==> src/rtl/game_sprite_layer_if.sv <==
// Raster bundle passed between video pipeline stages: timing fields plus 12-bit colour.
// The producer uses the master modport and the consumer uses the slave modport.
interface game_sprite_layer_if;
    logic [10:0] vcount;
    logic        vsync;
    logic        vblnk;
    logic [10:0] hcount;
    logic        hsync;
    logic        hblnk;
    logic [11:0] rgb;

    modport master (output vcount, vsync, vblnk, hcount, hsync, hblnk, rgb);
    modport slave  (input  vcount, vsync, vblnk, hcount, hsync, hblnk, rgb);
endinterface

==> src/rtl/game_sprite_layer.sv <==
// Multi-sprite compositor stage: overlays N_SPR ROM-backed sprites onto the raster,
// with frame-latched positions, priority by index, colour keying and per-frame collision flags.
module game_sprite_layer #(
    parameter int          N_SPR   = 4,
    parameter int          SPR_W   = 48,
    parameter int          SPR_H   = 64,
    parameter int          ADDR_W  = 16,
    parameter int          ROM_LAT = 1,
    parameter logic [11:0] KEY_RGB = 12'hF0F
) (
    input  logic                      clk,
    input  logic                      rst,
    game_sprite_layer_if.slave        in,
    game_sprite_layer_if.master       out,
    input  logic [N_SPR-1:0]          spr_en,
    input  logic [N_SPR-1:0]          spr_mirror,
    input  logic [N_SPR*11-1:0]       spr_x,
    input  logic [N_SPR*10-1:0]       spr_y,
    output logic [N_SPR*ADDR_W-1:0]   spr_addr,
    input  logic [N_SPR*12-1:0]       spr_rgb,
    output logic [N_SPR-1:0]          coll_flags,
    output logic                      frame_done
);

    typedef struct packed {
        logic [10:0] vcount;
        logic        vsync;
        logic        vblnk;
        logic [10:0] hcount;
        logic        hsync;
        logic        hblnk;
        logic [11:0] rgb;
    } vga_t;

    localparam logic [ADDR_W-1:0] W_A  = ADDR_W'(SPR_W);
    localparam logic [ADDR_W-1:0] W_M1 = ADDR_W'(SPR_W - 1);
    localparam logic [11:0]       W_12 = 12'(SPR_W);
    localparam logic [11:0]       H_12 = 12'(SPR_H);

    vga_t              vga_in;
    logic              blank;
    logic              frame_edge;
    logic              vblnk_d_reg;
    logic              armed_reg;

    logic [N_SPR-1:0]    sh_en_reg;
    logic [N_SPR-1:0]    sh_mir_reg;
    logic [N_SPR*11-1:0] sh_x_reg;
    logic [N_SPR*10-1:0] sh_y_reg;

    logic [N_SPR-1:0]  hit_s0;
    logic [ADDR_W-1:0] addr_s0 [N_SPR];

    logic [N_SPR*ADDR_W-1:0] spr_addr_reg;
    vga_t                    vga_pipe_reg [ROM_LAT+1];
    logic [N_SPR-1:0]        hit_pipe_reg [ROM_LAT+1];

    logic [N_SPR-1:0]  opaque;
    logic [11:0]       pix_rgb;
    logic              multi_hit;
    vga_t              out_next;
    vga_t              out_reg;

    logic [N_SPR-1:0]  acc_reg;
    logic [N_SPR-1:0]  coll_flags_reg;
    logic              frame_done_reg;

    assign vga_in     = {in.vcount, in.vsync, in.vblnk, in.hcount, in.hsync, in.hblnk, in.rgb};
    assign blank      = in.hblnk | in.vblnk;
    assign frame_edge = in.vblnk & ~vblnk_d_reg;

    // Per-sprite hit test and ROM address, all against the frame-latched shadow copy.
    for (genvar gi = 0; gi < N_SPR; gi++) begin : g_lane
        logic [11:0]       x12, y12, h12, v12;
        logic [ADDR_W-1:0] col, row, col_m;

        assign x12 = {1'b0, sh_x_reg[gi*11 +: 11]};
        assign y12 = {2'b0, sh_y_reg[gi*10 +: 10]};
        assign h12 = {1'b0, in.hcount};
        assign v12 = {1'b0, in.vcount};

        assign hit_s0[gi] = sh_en_reg[gi] && !blank &&
                            (h12 >= x12) && (h12 < x12 + W_12) &&
                            (v12 >= y12) && (v12 < y12 + H_12);

        assign col   = ADDR_W'(h12 - x12);
        assign row   = ADDR_W'(v12 - y12);
        assign col_m = sh_mir_reg[gi] ? (W_M1 - col) : col;

        assign addr_s0[gi] = hit_s0[gi] ? (row * W_A + col_m) : '0;
    end

    // Address register plus hit/raster delay line that lines up with ROM data.
    always_ff @(posedge clk or posedge rst) begin
        if (rst) begin
            spr_addr_reg <= '0;
            for (int k = 0; k <= ROM_LAT; k++) begin
                vga_pipe_reg[k] <= '0;
                hit_pipe_reg[k] <= '0;
            end
        end else begin
            for (int i = 0; i < N_SPR; i++) begin
                spr_addr_reg[i*ADDR_W +: ADDR_W] <= addr_s0[i];
            end
            vga_pipe_reg[0] <= vga_in;
            hit_pipe_reg[0] <= hit_s0;
            for (int k = 1; k <= ROM_LAT; k++) begin
                vga_pipe_reg[k] <= vga_pipe_reg[k-1];
                hit_pipe_reg[k] <= hit_pipe_reg[k-1];
            end
        end
    end

    // Walk from lowest priority upward so the lowest opaque index wins.
    always_comb begin
        opaque  = '0;
        pix_rgb = vga_pipe_reg[ROM_LAT].rgb;
        for (int i = N_SPR - 1; i >= 0; i--) begin
            if (hit_pipe_reg[ROM_LAT][i] && (spr_rgb[i*12 +: 12] != KEY_RGB)) begin
                opaque[i] = 1'b1;
                pix_rgb   = spr_rgb[i*12 +: 12];
            end
        end
        out_next     = vga_pipe_reg[ROM_LAT];
        out_next.rgb = pix_rgb;
    end

    assign multi_hit = |(opaque & (opaque - N_SPR'(1)));

    always_ff @(posedge clk or posedge rst) begin
        if (rst) begin
            out_reg        <= '0;
            vblnk_d_reg    <= 1'b0;
            armed_reg      <= 1'b0;
            sh_en_reg      <= '0;
            sh_mir_reg     <= '0;
            sh_x_reg       <= '0;
            sh_y_reg       <= '0;
            acc_reg        <= '0;
            coll_flags_reg <= '0;
            frame_done_reg <= 1'b0;
        end else begin
            out_reg        <= out_next;
            vblnk_d_reg    <= in.vblnk;
            frame_done_reg <= 1'b0;
            if (frame_edge) begin
                sh_en_reg  <= spr_en;
                sh_mir_reg <= spr_mirror;
                sh_x_reg   <= spr_x;
                sh_y_reg   <= spr_y;
                armed_reg  <= 1'b1;
                acc_reg    <= '0;
                // The edge right after reset only primes the shadows.
                if (armed_reg) begin
                    coll_flags_reg <= acc_reg;
                    frame_done_reg <= 1'b1;
                end
            end else if (multi_hit) begin
                acc_reg <= acc_reg | opaque;
            end
        end
    end

    assign out.vcount = out_reg.vcount;
    assign out.vsync  = out_reg.vsync;
    assign out.vblnk  = out_reg.vblnk;
    assign out.hcount = out_reg.hcount;
    assign out.hsync  = out_reg.hsync;
    assign out.hblnk  = out_reg.hblnk;
    assign out.rgb    = out_reg.rgb;

    assign spr_addr   = spr_addr_reg;
    assign coll_flags = coll_flags_reg;
    assign frame_done = frame_done_reg;

endmodule

==> src/flat_wrapper.sv <==
// flat-port wrapper written by rule: the top's interface ports become plain ports
module game_sprite_layer_flat 
#(
    parameter int          N_SPR   = 4,
    parameter int          SPR_W   = 48,
    parameter int          SPR_H   = 64,
    parameter int          ADDR_W  = 16,
    parameter int          ROM_LAT = 1,
    parameter logic [11:0] KEY_RGB = 12'hF0F
)
  (clk, rst, spr_en, spr_mirror, spr_x, spr_y, spr_addr, spr_rgb, coll_flags, frame_done, in_vcount, in_vsync, in_vblnk, in_hcount, in_hsync, in_hblnk, in_rgb, out_vcount, out_vsync, out_vblnk, out_hcount, out_hsync, out_hblnk, out_rgb);
  game_sprite_layer_if in_i ();
  game_sprite_layer_if out_i ();
  input  logic clk;
  input  logic rst;
  input  logic [N_SPR-1:0] spr_en;
  input  logic [N_SPR-1:0] spr_mirror;
  input  logic [N_SPR*11-1:0] spr_x;
  input  logic [N_SPR*10-1:0] spr_y;
  output logic [N_SPR*ADDR_W-1:0] spr_addr;
  input  logic [N_SPR*12-1:0] spr_rgb;
  output logic [N_SPR-1:0] coll_flags;
  output logic frame_done;
  input wire logic [$bits(in_i.vcount)-1:0] in_vcount;
  input wire logic [$bits(in_i.vsync)-1:0] in_vsync;
  input wire logic [$bits(in_i.vblnk)-1:0] in_vblnk;
  input wire logic [$bits(in_i.hcount)-1:0] in_hcount;
  input wire logic [$bits(in_i.hsync)-1:0] in_hsync;
  input wire logic [$bits(in_i.hblnk)-1:0] in_hblnk;
  input wire logic [$bits(in_i.rgb)-1:0] in_rgb;
  output wire logic [$bits(out_i.vcount)-1:0] out_vcount;
  output wire logic [$bits(out_i.vsync)-1:0] out_vsync;
  output wire logic [$bits(out_i.vblnk)-1:0] out_vblnk;
  output wire logic [$bits(out_i.hcount)-1:0] out_hcount;
  output wire logic [$bits(out_i.hsync)-1:0] out_hsync;
  output wire logic [$bits(out_i.hblnk)-1:0] out_hblnk;
  output wire logic [$bits(out_i.rgb)-1:0] out_rgb;
  assign in_i.vcount = in_vcount;
  assign in_i.vsync = in_vsync;
  assign in_i.vblnk = in_vblnk;
  assign in_i.hcount = in_hcount;
  assign in_i.hsync = in_hsync;
  assign in_i.hblnk = in_hblnk;
  assign in_i.rgb = in_rgb;
  assign out_vcount = out_i.vcount;
  assign out_vsync = out_i.vsync;
  assign out_vblnk = out_i.vblnk;
  assign out_hcount = out_i.hcount;
  assign out_hsync = out_i.hsync;
  assign out_hblnk = out_i.hblnk;
  assign out_rgb = out_i.rgb;
  game_sprite_layer #(.N_SPR(N_SPR), .SPR_W(SPR_W), .SPR_H(SPR_H), .ADDR_W(ADDR_W), .ROM_LAT(ROM_LAT), .KEY_RGB(KEY_RGB)) u_core (.clk(clk), .rst(rst), .in(in_i), .out(out_i), .spr_en(spr_en), .spr_mirror(spr_mirror), .spr_x(spr_x), .spr_y(spr_y), .spr_addr(spr_addr), .spr_rgb(spr_rgb), .coll_flags(coll_flags), .frame_done(frame_done));
endmodule
==> config.mk <==
export PLATFORM = sky130hd
export DESIGN_NAME = game_sprite_layer_flat
export DESIGN_NICKNAME = d
export VERILOG_FILES = /design/src/rtl/game_sprite_layer_if.sv /design/src/rtl/game_sprite_layer.sv /design/src/flat_wrapper.sv
export SDC_FILE = /design/constraint.sdc
export NUM_CORES = 1
export LEC_CHECK = 0
export CORE_MARGIN = 3
export CORE_UTILIZATION = 56
export CTS_CLUSTER_SIZE = 28
export DETAILED_ROUTE_END_ITERATION = 10
export GPL_TIMING_DRIVEN = 0
export PLACE_DENSITY = 0.82
export SYNTH_ARGS = -nofsm -noshare
export SYNTH_HDL_FRONTEND = slang
export SYNTH_SLANG_ARGS = --single-unit
==> constraint.sdc <==
create_clock -name clk -period 10.75 [get_ports clk]
set_input_delay 1.6125 -clock clk [delete_from_list [all_inputs] [get_ports clk]]
set_output_delay 1.6125 -clock clk [all_outputs]
set_load 0.05 [all_outputs]
==> After elaboration in Yosys (flattened, before gate mapping) <==
Cells that the tools add are included.
{ "op_classes": {"n_eq_ne": 4, "n_mul": 4, "n_addsub": 25, "n_reduce_logical": 28, "n_lt_le_gt_ge": 16, "mux": 20, "bitwise_logic": 5} }
{ "op_table": {"columns": ["operator", "count"], "rows": [
  ["2-to-1 mux 16 bit", 8],
  ["less-than comparator 11 x 12 -> 1 bit", 8],
  ["adder 16 bit", 4],
  ["multiplier 16 x 2 -> 12 bit (second input constant)", 4],
  ["subtractor 6 x 16 -> 16 bit (first input constant)", 4],
  ["adder 11 x 6 -> 12 bit (second input constant)", 4],
  ["2-to-1 mux 12 bit", 4],
  ["inequality test 12 bit (second input constant)", 4],
  ["subtractor 11 x 10 -> 12 bit", 4],
  ["subtractor 11 x 11 -> 12 bit", 4],
  ["adder 10 x 7 -> 11 bit (second input constant)", 4],
  ["greater-or-equal comparator 11 x 10 -> 1 bit", 4],
  ["greater-or-equal comparator 11 bit", 4],
  ["logical AND 1 bit", 24],
  ["2-to-1 mux 4 bit", 2],
  ["2-to-1 mux 1 bit", 6],
  ["bitwise AND 4 bit", 1],
  ["OR 4 bit", 1],
  ["OR reduction 4 bit", 1],
  ["subtractor 4 x 1 -> 4 bit (second input constant)", 1],
  ["AND reduction 2 bit", 1],
  ["nonzero test 2 bit", 1],
  ["bitwise AND 1 bit", 1],
  ["logical NOT 1 bit", 1],
  ["2 further kinds", 2]
]} }
{ "totals": {"output_inout_bits": 107, "register_bits": 288, "elab_cells": 134} }

==> Depth between registers and ports, before layout <==
{ "logic_depth": {"word_depth": 8, "depth_mapped": 22, "depth_no_buf": 22} }

==> Worst setup path before layout <==
OpenSTA, ideal clock, no wires.
{ "synth_timing": {"path_kind": "input to register", "startpoint": "input in_hcount[0]", "endpoint": "register u_core.spr_addr_reg[15], in the netlist u_core.spr_addr[15]", "required_time_ns": 10.675, "slack_ns": 5.077, "arrival_ns": 5.597, "path_stages": 20, "path_cell_list": "inv_1 -> ha_1 -> inv_1 -> fa_1 -> a21o_1 -> a211o_1 -> a2111oi_0 -> nor2_1 -> xnor2_1 -> a2111o_1 -> nand2_1 -> xnor2_1 -> ha_1 -> or3_1 -> o211a_1 -> o21a_1 -> o21ai_0 -> a21oi_1 -> xnor3_1 -> nor2_1"} }
{ "synth_rtl": {"columns": ["item", "line", "rtl"], "rows": [
  ["start, declared", "flat_wrapper.sv:27", "input wire logic [$bits(in_i.hcount)-1:0] in_hcount;"],
  ["end signal, assigned by index", "game_sprite_layer.sv:103", "spr_addr_reg[i*ADDR_W +: ADDR_W] <= addr_s0[i];"],
  ["end, declared", "game_sprite_layer.sv:54", "logic [N_SPR*ADDR_W-1:0] spr_addr_reg;"]
]} }

==> summary.md <==
| Metric | Value |
|---|---|
| Status | completed |
| RSZ-0062 raised after global routing | no |
| CTS clk-pin slew, worst paths | 0.06 ns |
| Unique cell type count in the Yosys netlist | between 80 and 90 |
| # clock sinks | between 200 and 300 |
| Initial Utilization | 0.5780 |
| Most frequent cell after synthesis | dfrtp_1 |
| Post-synthesis adder-cell area fraction | 0.1662 |
| Die Y-Extent | 190.6 µm |
| Inserted Clock Buffers | 31 |
| Fmax | 0.1558 GHz |
| Synth top cells by count | dfrtp_1 (288), ha_1 (228), nor2_1 (186) |
| Final TNS setup | 0 ns |
| Worst path required time | 11.26 ns |
| Input/output buffers | 286 |
| Number of flip-flops under the largest register name | 64 |
| Seq cells post-synth | 288 |
| Post-CTS resize count | 0 |
| Cell taking the most area after synthesis | dfrtp_1 |
| Vias | 16.32k |
| Worst-Skew Late Latency | 0.59 ns |
| First-pass GRT wire length | 86.40 mm |
| Ratio of cells with drive above 1 in the final layout | 0.03952 |
| Cell Rows | between 60 and 70 |
| Mapped Nets | 2434 |
| Final Instance Area | 23620 µm² |
| Sequential area share after synthesis | 0.3775 |
| Leakage | about 11 nW |
| 1st-iter DRT viols | between 1k and 1.5k |
| Synth Area in XOR/XNOR | 0.09595 |
| YS warnings | 0 |
| Core box area | 33030 µm² |
| Vias in the first global route | 16.20k |
| Initial antenna violation count | 2 |
| Path type of the worst min-delay path | reg2reg |
| DR WL/cell | 19.87 µm |
| Via/cell ratio | between 5 and 6 |
| Largest net degree at the start of global routing | 127 |
| Fin crit period | 6.416 ns |
| Final Wtd Congestion | 0.9533 |
| GRT Total Usage | 0.3013 |
| Post-Synth Simple-Gate Area | 0.1363 |
| Antenna-violating nets left | 0 |
| Worst-Margin Slew | 1.333 ns |
| CTS tree | done |
| Synth Area in Compound Gates | 0.1616 |
| Die span in x | 190.6 µm |
| Avg Synthesized Cell Area | 9.498 µm² |
| Area grow syn2layout | 23.71% |
| Slew Limit Fails | 0 |
| Layout Nets | ~2.8k |
| CP Capture Type | flip-flop |
| Mapped cell area | 19090 µm² |
| IO Count | 287 |
| Most used DFF post-synth | dfrtp_1 |
| Worst setup path class | in2reg |
| Worst Path Arrival | between 6 and 7 ns |
| Slew HR | 0.09741 |
| Period utilization | 0.5969 |
| Max-Cap Viols | 0 |
| Worst IR Drop VDD | 259.2 µV |
| Asr flop ratio synth | 1.000 |
| DIE AREA | 36340 µm² |
| CP Launch Type | primary input |
| Total grt overflow | 0 |
| PD cells | approximately 250 nW/µm² |
| Synth Instances | between 2k and 2.5k |
| Synth top area share | 0.3775 |
| Setup Skew | 0.01435 ns |
| Max clock buf depth | 3 |
| Hold buffers post-CTS | 0 |
| First drt pass iteration count | 6 |
| Crit-path max FO | 9 |
| H-tree depth | 1 |
| # setup viols final | 0 |
| Number of flops mapped to enable cells by yosys | 0 |
| DP HPWL | 42.94 mm |
| Top cells by area, synth | dfrtp_1 (38%), ha_1 (15%), xnor2_1 (6.6%), o21ai_0 (3.9%), nor2_1 (3.7%) |
| Fin. Hold Viols | 0 |
| Placement Cell Area | 22570 µm² |
| Largest family of logic cells by synthesized area | adder cells |
| DRC viols | 0 |
| Setup repair bufs after CTS | 0 |
| Mux contribution to synthesized area | 0.02215 |
| Final WL | 55.60 mm |
| Root Driver | clkbuf_16 |
[area by class of cell]
type	instances	area [µm²]
Multi-Input combinational cell	1519	11110
Fill cell	2460	9415
Sequential cell	288	7207
Timing Repair Buffer	288	2918
Clock buffer	39	875.8
Inverter	159	604.3
Tap cell	442	553.0
Buffer	44	172.7
Clock inverter	16	163.9
Antenna cell	3	7.507
[cell families (layout without fill, tap and decap cells)]
group | count (synthesis) | count (layout)
multiplexers | 40 | 40
adder cells (fa/ha/maj) | 244 | 244
AO/OA/AOI/OAI | 489 | 489
XOR/XNOR | 201 | 201
AND/OR/NAND/NOR | 545 | 545
other | 0 | 3
buffers and inverters | 203 | 546
flip-flops | 288 | 288
[power breakdown]
group          internal (W)  switching, W  leakage [nW]
Sequential          0.00116     0.0000412          3.59
Combinational       0.00155       0.00194          6.62
Clock              0.000626      0.000464         0.508
Total               0.00334       0.00245          10.7
[metrics by stage]
stage	util	power [W]	instances	hold slack [ns]	setup WS, ns
3_5_place_dp	0.6833	0.004637	2740	0.3347	3.795
5_1_grt	0.7148	0.006237	2796	0.3380	3.998
2_1_floorplan	-	0.003926	2010	0.3312	1.189
4_1_cts	0.7147	0.005759	2795	0.3349	4.358
6_report	0.7150	0.005789	2798	0.3395	4.334
3_3_place_gp	0.6814	0.004512	2738	0.3316	-2.111
[worst paths after layout]
check	cells after the start	from	slack (ns)	end
worst max register to register	19	u_core.sh_x_reg[0]	5.88	u_core.spr_addr[15]
min in group asynchronous	2	rst	1.48	u_core.out.hcount[10]
worst max-delay path	18	in_hcount[1]	4.33	u_core.spr_addr[15]
worst min-delay path	0	u_core.vga_pipe_reg[72]	0.34	u_core.out_next[34]
max in group asynchronous	3	rst	8.28	u_core.spr_addr[50]
worst min register to register	0	u_core.vga_pipe_reg[72]	0.34	u_core.out_next[34]
[worst max-delay path: stages]
cell and delay [ns]:
clkdlybuf4s50_1 0.85, fa_1 0.67, a21o_1 0.20, a211o_1 0.30
a2111oi_0 0.58, nor2_1 0.11, xnor2_1 0.33, a2111o_1 0.18
nand2_1 0.08, xnor2_1 0.16, ha_1 0.24, or3_1 0.33
o211a_1 0.23, o21a_1 0.18, o21ai_0 0.26, a21oi_1 0.16
xnor3_1 0.35, nor2_1 0.08
[layout by cell type, fill, tap and decap left out, types with 11 or more instances in the layout]
cell type        count
dfrtp_1            288
inv_1              158
clkdlybuf4s50_1    286
a21o_1              32
a31oi_1             21
o31ai_1             14
o21a_1              25
nand4b_1            11
mux2_2              18
nor3_1              52
nand3_1             27
xnor2_1            143
o21ai_0            148
clkbuf_16           31
nand2b_1            20
xor2_1              53
ha_1               228
nor2_1             186
o21bai_1            29
mux2i_1             22
clkbuf_1            40
a21oi_1            130
or3_1               14
nand4_1             17
fa_1                16
nand2_1            143
nor2b_1             23
[layer usage]
metal	track usage	share of wire	up-vias
met2	0.5111	0.47	636
met1	0.3841	0.41	7834
li1	-	-	7706
met3	0.05460	0.078	138
met4	0.1191	0.042	2
met5	0	0.00023	-
Power figures use the tool's default switching activity.
